==> src/rtl/rom_fetch_unit_if.sv <==
// rom_fetch_unit_if
// Bundles the ROM bus, the decode handshake and the branch redirect inputs
// of the instruction fetch unit.
//   master : the fetch unit (drives ADDR/CS/OE and INSTR/INSTR_PC/INSTR_VALID)
//   slave  : the ROM + decode + execute side
// FAULT exists only when FETCH_BOUND_CHECK_EN is defined.
interface rom_fetch_unit_if #(
  parameter int ADDR_WIDTH = 32,
  parameter int DATA_WIDTH = 32
);
  logic                  FETCH_EN;
  logic                  BRANCH_EN;
  logic [ADDR_WIDTH-1:0] BRANCH_ADDR;
  logic [ADDR_WIDTH-1:0] ADDR;
  logic                  CS;
  logic                  OE;
  logic [DATA_WIDTH-1:0] DATA;
  logic [DATA_WIDTH-1:0] INSTR;
  logic [ADDR_WIDTH-1:0] INSTR_PC;
  logic                  INSTR_VALID;
  logic                  INSTR_READY;
`ifdef FETCH_BOUND_CHECK_EN
  logic                  FAULT;
`endif

  modport master (
    input  FETCH_EN, BRANCH_EN, BRANCH_ADDR, DATA, INSTR_READY,
    output ADDR, CS, OE, INSTR, INSTR_PC, INSTR_VALID
`ifdef FETCH_BOUND_CHECK_EN
    , output FAULT
`endif
  );

  modport slave (
    output FETCH_EN, BRANCH_EN, BRANCH_ADDR, DATA, INSTR_READY,
    input  ADDR, CS, OE, INSTR, INSTR_PC, INSTR_VALID
`ifdef FETCH_BOUND_CHECK_EN
    , input FAULT
`endif
  );
endinterface

==> src/rtl/rom_fetch_unit.sv <==
// rom_fetch_unit
// Instruction fetch initiator: sequences the PC, drives a registered
// ADDR / CS (active-low) / OE (active-high) to the ROM, waits WAIT_CYCLES
// extra cycles, captures DATA and offers it to decode on a valid/ready
// handshake. BRANCH_EN redirects the PC from any state.
// Ports:
//   CLK, RST : clock, synchronous active-high reset
//   bus      : rom_fetch_unit_if.master (ROM bus, decode handshake, redirect)
// Optional: FETCH_BOUND_CHECK_EN adds FAULT and refuses fetches at
// PC >= ROM_WORDS.
module rom_fetch_unit #(
  parameter int                    ADDR_WIDTH  = 32,
  parameter int                    DATA_WIDTH  = 32,
  parameter int unsigned           WAIT_CYCLES = 1,
  parameter logic [ADDR_WIDTH-1:0] RESET_PC    = '0,
  parameter int unsigned           ROM_WORDS   = 1024
) (
  input  logic              CLK,
  input  logic              RST,
  rom_fetch_unit_if.master  bus
);

  typedef enum logic [1:0] {IDLE, ACCESS, HOLD} state_t;

  localparam logic [3:0] WAIT_LOAD = 4'(WAIT_CYCLES);

  state_t                state, state_n;
  logic [ADDR_WIDTH-1:0] pc, pc_n;
  logic [ADDR_WIDTH-1:0] addr, addr_n;
  logic                  cs, cs_n;
  logic                  oe, oe_n;
  logic [3:0]            cnt, cnt_n;
  logic [DATA_WIDTH-1:0] instr, instr_n;
  logic [ADDR_WIDTH-1:0] instr_pc, instr_pc_n;
  logic                  valid, valid_n;
  logic                  launch;
  logic [ADDR_WIDTH-1:0] launch_addr;
  logic                  fetch_ok;

`ifdef FETCH_BOUND_CHECK_EN
  localparam logic [ADDR_WIDTH-1:0] ROM_LIMIT = ADDR_WIDTH'(ROM_WORDS);
  logic fault, fault_n;
  assign fetch_ok  = bus.FETCH_EN && !fault;
  assign bus.FAULT = fault;
`else
  assign fetch_ok  = bus.FETCH_EN;
`endif

  always_ff @(posedge CLK) begin
    if (RST) begin
      state    <= IDLE;
      pc       <= RESET_PC;
      addr     <= RESET_PC;
      cs       <= 1'b1;
      oe       <= 1'b0;
      cnt      <= '0;
      instr    <= '0;
      instr_pc <= '0;
      valid    <= 1'b0;
`ifdef FETCH_BOUND_CHECK_EN
      fault    <= 1'b0;
`endif
    end else begin
      state    <= state_n;
      pc       <= pc_n;
      addr     <= addr_n;
      cs       <= cs_n;
      oe       <= oe_n;
      cnt      <= cnt_n;
      instr    <= instr_n;
      instr_pc <= instr_pc_n;
      valid    <= valid_n;
`ifdef FETCH_BOUND_CHECK_EN
      fault    <= fault_n;
`endif
    end
  end

  // Every path that starts a ROM access funnels through launch/launch_addr
  // so the bound check and the ADDR/CS/OE/counter load live in one place.
  always_comb begin
    state_n     = state;
    pc_n        = pc;
    addr_n      = addr;
    cs_n        = cs;
    oe_n        = oe;
    cnt_n       = cnt;
    instr_n     = instr;
    instr_pc_n  = instr_pc;
    valid_n     = valid;
    launch      = 1'b0;
    launch_addr = pc;
`ifdef FETCH_BOUND_CHECK_EN
    fault_n     = fault;
`endif

    if (bus.BRANCH_EN) begin
      // Redirect aborts any access and drops a pending instruction; a
      // coincident handshake is simply treated as consumed.
      pc_n        = bus.BRANCH_ADDR;
      valid_n     = 1'b0;
      state_n     = IDLE;
      cs_n        = 1'b1;
      oe_n        = 1'b0;
      launch      = bus.FETCH_EN;
      launch_addr = bus.BRANCH_ADDR;
`ifdef FETCH_BOUND_CHECK_EN
      if (bus.BRANCH_ADDR < ROM_LIMIT) fault_n = 1'b0;
`endif
    end else begin
      unique case (state)
        IDLE: begin
          launch = fetch_ok;
        end
        ACCESS: begin
          if (cnt != '0) begin
            cnt_n = cnt - 4'd1;
          end else begin
            instr_n    = bus.DATA;
            instr_pc_n = pc;
            valid_n    = 1'b1;
            pc_n       = pc + 1'b1;
            cs_n       = 1'b1;
            oe_n       = 1'b0;
            state_n    = HOLD;
          end
        end
        HOLD: begin
          if (valid && bus.INSTR_READY) begin
            valid_n = 1'b0;
            state_n = IDLE;
            launch  = fetch_ok;
          end
        end
        default: state_n = IDLE;
      endcase
    end

    if (launch) begin
`ifdef FETCH_BOUND_CHECK_EN
      if (launch_addr >= ROM_LIMIT) begin
        fault_n = 1'b1;
        state_n = IDLE;
        cs_n    = 1'b1;
        oe_n    = 1'b0;
      end else
`endif
      begin
        state_n = ACCESS;
        addr_n  = launch_addr;
        cs_n    = 1'b0;
        oe_n    = 1'b1;
        cnt_n   = WAIT_LOAD;
      end
    end
  end

  assign bus.ADDR        = addr;
  assign bus.CS          = cs;
  assign bus.OE          = oe;
  assign bus.INSTR       = instr;
  assign bus.INSTR_PC    = instr_pc;
  assign bus.INSTR_VALID = valid;

endmodule

==> src/flat_wrapper.sv <==
// flat-port wrapper written by rule: the top's interface ports become plain ports
module rom_fetch_unit_flat 
#(
  parameter int                    ADDR_WIDTH  = 32,
  parameter int                    DATA_WIDTH  = 32,
  parameter int unsigned           WAIT_CYCLES = 1,
  parameter logic [ADDR_WIDTH-1:0] RESET_PC    = '0,
  parameter int unsigned           ROM_WORDS   = 1024
)
  (CLK, RST, bus_FETCH_EN, bus_BRANCH_EN, bus_BRANCH_ADDR, bus_DATA, bus_INSTR_READY, bus_ADDR, bus_CS, bus_OE, bus_INSTR, bus_INSTR_PC, bus_INSTR_VALID);
  rom_fetch_unit_if #(.ADDR_WIDTH(ADDR_WIDTH), .DATA_WIDTH(DATA_WIDTH)) bus_i ();
  input  logic CLK;
  input  logic RST;
  input wire logic [$bits(bus_i.FETCH_EN)-1:0] bus_FETCH_EN;
  input wire logic [$bits(bus_i.BRANCH_EN)-1:0] bus_BRANCH_EN;
  input wire logic [$bits(bus_i.BRANCH_ADDR)-1:0] bus_BRANCH_ADDR;
  input wire logic [$bits(bus_i.DATA)-1:0] bus_DATA;
  input wire logic [$bits(bus_i.INSTR_READY)-1:0] bus_INSTR_READY;
  output wire logic [$bits(bus_i.ADDR)-1:0] bus_ADDR;
  output wire logic [$bits(bus_i.CS)-1:0] bus_CS;
  output wire logic [$bits(bus_i.OE)-1:0] bus_OE;
  output wire logic [$bits(bus_i.INSTR)-1:0] bus_INSTR;
  output wire logic [$bits(bus_i.INSTR_PC)-1:0] bus_INSTR_PC;
  output wire logic [$bits(bus_i.INSTR_VALID)-1:0] bus_INSTR_VALID;
  assign bus_i.FETCH_EN = bus_FETCH_EN;
  assign bus_i.BRANCH_EN = bus_BRANCH_EN;
  assign bus_i.BRANCH_ADDR = bus_BRANCH_ADDR;
  assign bus_i.DATA = bus_DATA;
  assign bus_i.INSTR_READY = bus_INSTR_READY;
  assign bus_ADDR = bus_i.ADDR;
  assign bus_CS = bus_i.CS;
  assign bus_OE = bus_i.OE;
  assign bus_INSTR = bus_i.INSTR;
  assign bus_INSTR_PC = bus_i.INSTR_PC;
  assign bus_INSTR_VALID = bus_i.INSTR_VALID;
  rom_fetch_unit #(.ADDR_WIDTH(ADDR_WIDTH), .DATA_WIDTH(DATA_WIDTH), .WAIT_CYCLES(WAIT_CYCLES), .RESET_PC(RESET_PC), .ROM_WORDS(ROM_WORDS)) u_core (.CLK(CLK), .RST(RST), .bus(bus_i));
endmodule
==> config.mk <==
export PLATFORM = sky130hd
export DESIGN_NAME = rom_fetch_unit_flat
export DESIGN_NICKNAME = d
export VERILOG_FILES = /design/src/rtl/rom_fetch_unit_if.sv /design/src/rtl/rom_fetch_unit.sv /design/src/flat_wrapper.sv
export SDC_FILE = /design/constraint.sdc
export NUM_CORES = 1
export LEC_CHECK = 0
export CORE_AREA = 2 2 109 111
export CTS_BUF_LIST = sky130_fd_sc_hd__clkbuf_16
export DETAILED_ROUTE_END_ITERATION = 16
export DIE_AREA = 0 0 111 113
export PLACE_DENSITY_LB_ADDON = 0.2
export SYNTH_ARGS = -nofsm -noshare
export SYNTH_HDL_FRONTEND = slang
export SYNTH_SLANG_ARGS = --single-unit
==> constraint.sdc <==
create_clock -name CLK -period 4.5 [get_ports CLK]
set_input_delay 0.9 -clock CLK [delete_from_list [all_inputs] [get_ports CLK]]
set_output_delay 0.9 -clock CLK [all_outputs]
set_load 0.01 [all_outputs]
==> metrics.md <==
| Metric | Value |
|---|---|
| First-pass GRT wire length | 24.76 mm |
| Vias per cell | 5.490 |
| Placeable Area | 11,270 sq um |
| Pwr Density | 392.5 nW/um^2 |
| Worst setup EP type | register |
| Clock buffer depth | 2 |
| Die ar. | 12,540 sq um |
| Setup Viol. Count Final | 0 |
| Layout cell share with drive strength beyond 1 | 5.338% |
| CP Class | reg -> reg |
| Largest net degree at the start of global routing | 103 |
| Share of the synthesized area in the top cell type | 48.21% |
| Hold depth | 2 |
| First-pass DRT Iterations | 5 |
| Worst Max-Slew Pin Slew | 1280 ps |
| Fin crit share | 72.18% |
| Clk slew on worst S/H paths | 60 ps |
| DRC errors left | 0 |
| # hold bufs at CTS | 0 |
| Maximum VDD drop | 0.0002575 V |
| Detailed Route Iter0 Violations | 311 |
| Hpwl dp | 10.28 mm |
| Post-synthesis cell count | 688 |
| CTS Buf Count | 17 |
| Chip width | 111 microns |
| Post-CTS sizing | 0 |
| Largest area contributor in the netlist | dfxtp_1 |
| Max Cap Viol | 0 |
| Synthesized cell area | 5689 sq um |
| Vias in the first global route | 5,229 |
| Core Util, Final | 70.86% |
| RSZ-0062 raised after global routing | false |
| GPL Wtd Cong | 0.7935 |
| Routed WL | 15.45 mm |
| Ys Warns | 0 |
| Final ANT Viol Nets | 0 |
| Seq cells post-synth | 137 |
| Vias | 5,413 |
| LEAKAGE | 2.842 nW |
| Gr ovfl total | 0 |
| Top-count cell post-synth | nand2_1 |
| Setup TNS | 0 ps |
| Root Buffer | clkbuf_16 |
| Final WS setup | 1252 ps |
| Final Hold Viols | 0 |
| Arrival time worst endpoint | 3500 ps |
| Required time of the critical path | 4750 ps |
| I/O pin cnt | 168 |
| H-tree level count | 4 |
| Ys async rst share | 0% |
| # Post-CTS Setup Buffers | 0 |
| Fmax | 0.3079 GHz |
| Ant diodes | 0 |
| Clock skew | 6.657 ps |
| Layout area overhead | 40.40% |
| CP max FO | 64 |
| Hold Crit Class | reg -> reg |
| CP Launch Type | register |
| Worst r2r path cells | 7 |
| CTS tree | yes |
| Synth top cells by count | 166 x nand2_1, 137 x dfxtp_1, 76 x a21oi_1 |
| Site Rows | 39 |
| Post-synth net total | 759 |
| Final Cell Area | 7988 sq um |
| Top FF cell, synth | dfxtp_1 |
| Post-DR wirelength/cell | 15.67 microns |
| Number of antenna violations at the first check in global routing | 0 |
| Port Buffer Count | 167 |
| Starting Density | 50.47% |
| WHS | 451.2 ps |
| Status | finished clean |
| Crit path time final | 3248 ps |
| Slew HR | 14.35% |
| Dpl cell area | 7377 sq um |
| Count of cell types in the netlist | 39 |
| Post-Syn Area per Cell | 8.269 sq um |
| Worst skew pair latency | 420 ps |
| Die height | 113 microns |
| Max-slew violations | 0 |
| TritonCTS Sinks | 137 |
| Post-synthesis sequential area ratio | 48.21% |
| Post-synth EDFFs | 0 |
| Post-place setup slack | 1285 ps |
| GRT Total Usage | 23.94% |
| Layout Nets | 901 |
| Most area-consuming cells after synthesis | dfxtp_1 48%, nand2_1 11%, a21oi_1 6.7% |
-- layer usage --
metal  GRT usage (%)  wire, microns
met1           28.70           6547
met2           41.43           7527
met3           7.284           1187
met4           7.583            184
met5               0              0
-- placed cells by master, fill, tap and decap left out, types with 2 or more instances in the layout --
| cell type | instances |
|---|---|
| nor2_1 | 66 |
| nor4_4 | 2 |
| and3_1 | 6 |
| o21ai_0 | 3 |
| xnor2_1 | 8 |
| and2_1 | 2 |
| a311oi_1 | 10 |
| xor2_1 | 23 |
| nand4_1 | 17 |
| nand2_1 | 165 |
| or3_1 | 2 |
| mux2i_1 | 26 |
| o22ai_1 | 2 |
| nand3_1 | 14 |
| bufinv_16 | 4 |
| ha_1 | 2 |
| a211oi_1 | 42 |
| clkbuf_16 | 17 |
| clkdlybuf4s50_1 | 165 |
| buf_4 | 6 |
| nor2b_1 | 2 |
| a2111oi_0 | 2 |
| clkinvlp_4 | 4 |
| a21oi_1 | 76 |
| inv_1 | 6 |
| o21bai_1 | 2 |
| nor3_1 | 11 |
| dfxtp_1 | 137 |
| clkinv_2 | 3 |
-- state kept, by name (all words and copies together), names as in the netlist --
register	count
u_core.bus.OE	1
u_core.bus.INSTR_PC	32
u_core.state	2
u_core.pc	32
u_core.bus.CS	1
u_core.bus.INSTR_VALID	1
u_core.cnt	4
u_core.bus.ADDR	32
u_core.bus.INSTR	32
-- final cells by class --
class / instances / area [sq um]
Clock buffer: 17 / 425.4
Timing Repair Buffer: 172 / 1702
Tap cell: 143 / 178.9
Sequential cell: 137 / 2743
Clock inverter: 15 / 185.2
Inverter: 5 / 18.77
Fill cell: 888 / 3284
Multi-Input combinational cell: 497 / 2735
-- through the flow --
| stage | std cells | power, mW |
|---|---|---|
| 2_1_floorplan | 688 | 1.529 |
| 3_3_place_gp | 954 | 1.702 |
| 3_5_place_dp | 954 | 1.714 |
| 4_1_cts | 986 | 3.141 |
| 5_1_grt | 986 | 3.227 |
| 6_report | 986 | 3.135 |
-- critical path, cell delays in order (launching register included) --
cell,delay [ps]
dfxtp_1,310
inv_1,100
ha_1,190
or3b_1,550
nor2_1,610
nand2_2,900
nand2_1,310
a21oi_1,100
-- power breakdown --
| group | switching, mW | total [mW] | internal, mW |
|---|---|---|---|
| logic | 0.177 | 0.361 | 0.183 |
| registers | 0.0555 | 1.33 | 1.27 |
| clock network | 0.526 | 1.44 | 0.917 |
-- cells by family (layout without fill, tap and decap cells) --
logic type | Yosys count | count (layout) | synth area share (%)
xor gates and xnor gates | 31 | 31 | 4.772
AOI/OAI and AO/OA | 140 | 140 | 15.24
and+or+nand+nor | 297 | 297 | 22.54
buffers and inverters | 54 | 209 | 4.024
DFF | 137 | 137 | 48.21
muxes | 27 | 27 | 4.772
adders and majority gates | 2 | 2 | 0.4398
-- final timing paths --
kind / slack [ps] / from / endpoint
worst min register to register: 450 / u_core.bus.INSTR[21] / u_core.bus.INSTR[21]
worst min-delay path: 450 / u_core.bus.INSTR[21] / u_core.bus.INSTR[21]
worst max-delay path: 1250 / u_core.cnt[0] / u_core.bus.INSTR[23]
worst max register to register: 1250 / u_core.cnt[0] / u_core.bus.INSTR[23]
Power figures use the tool's default switching activity.
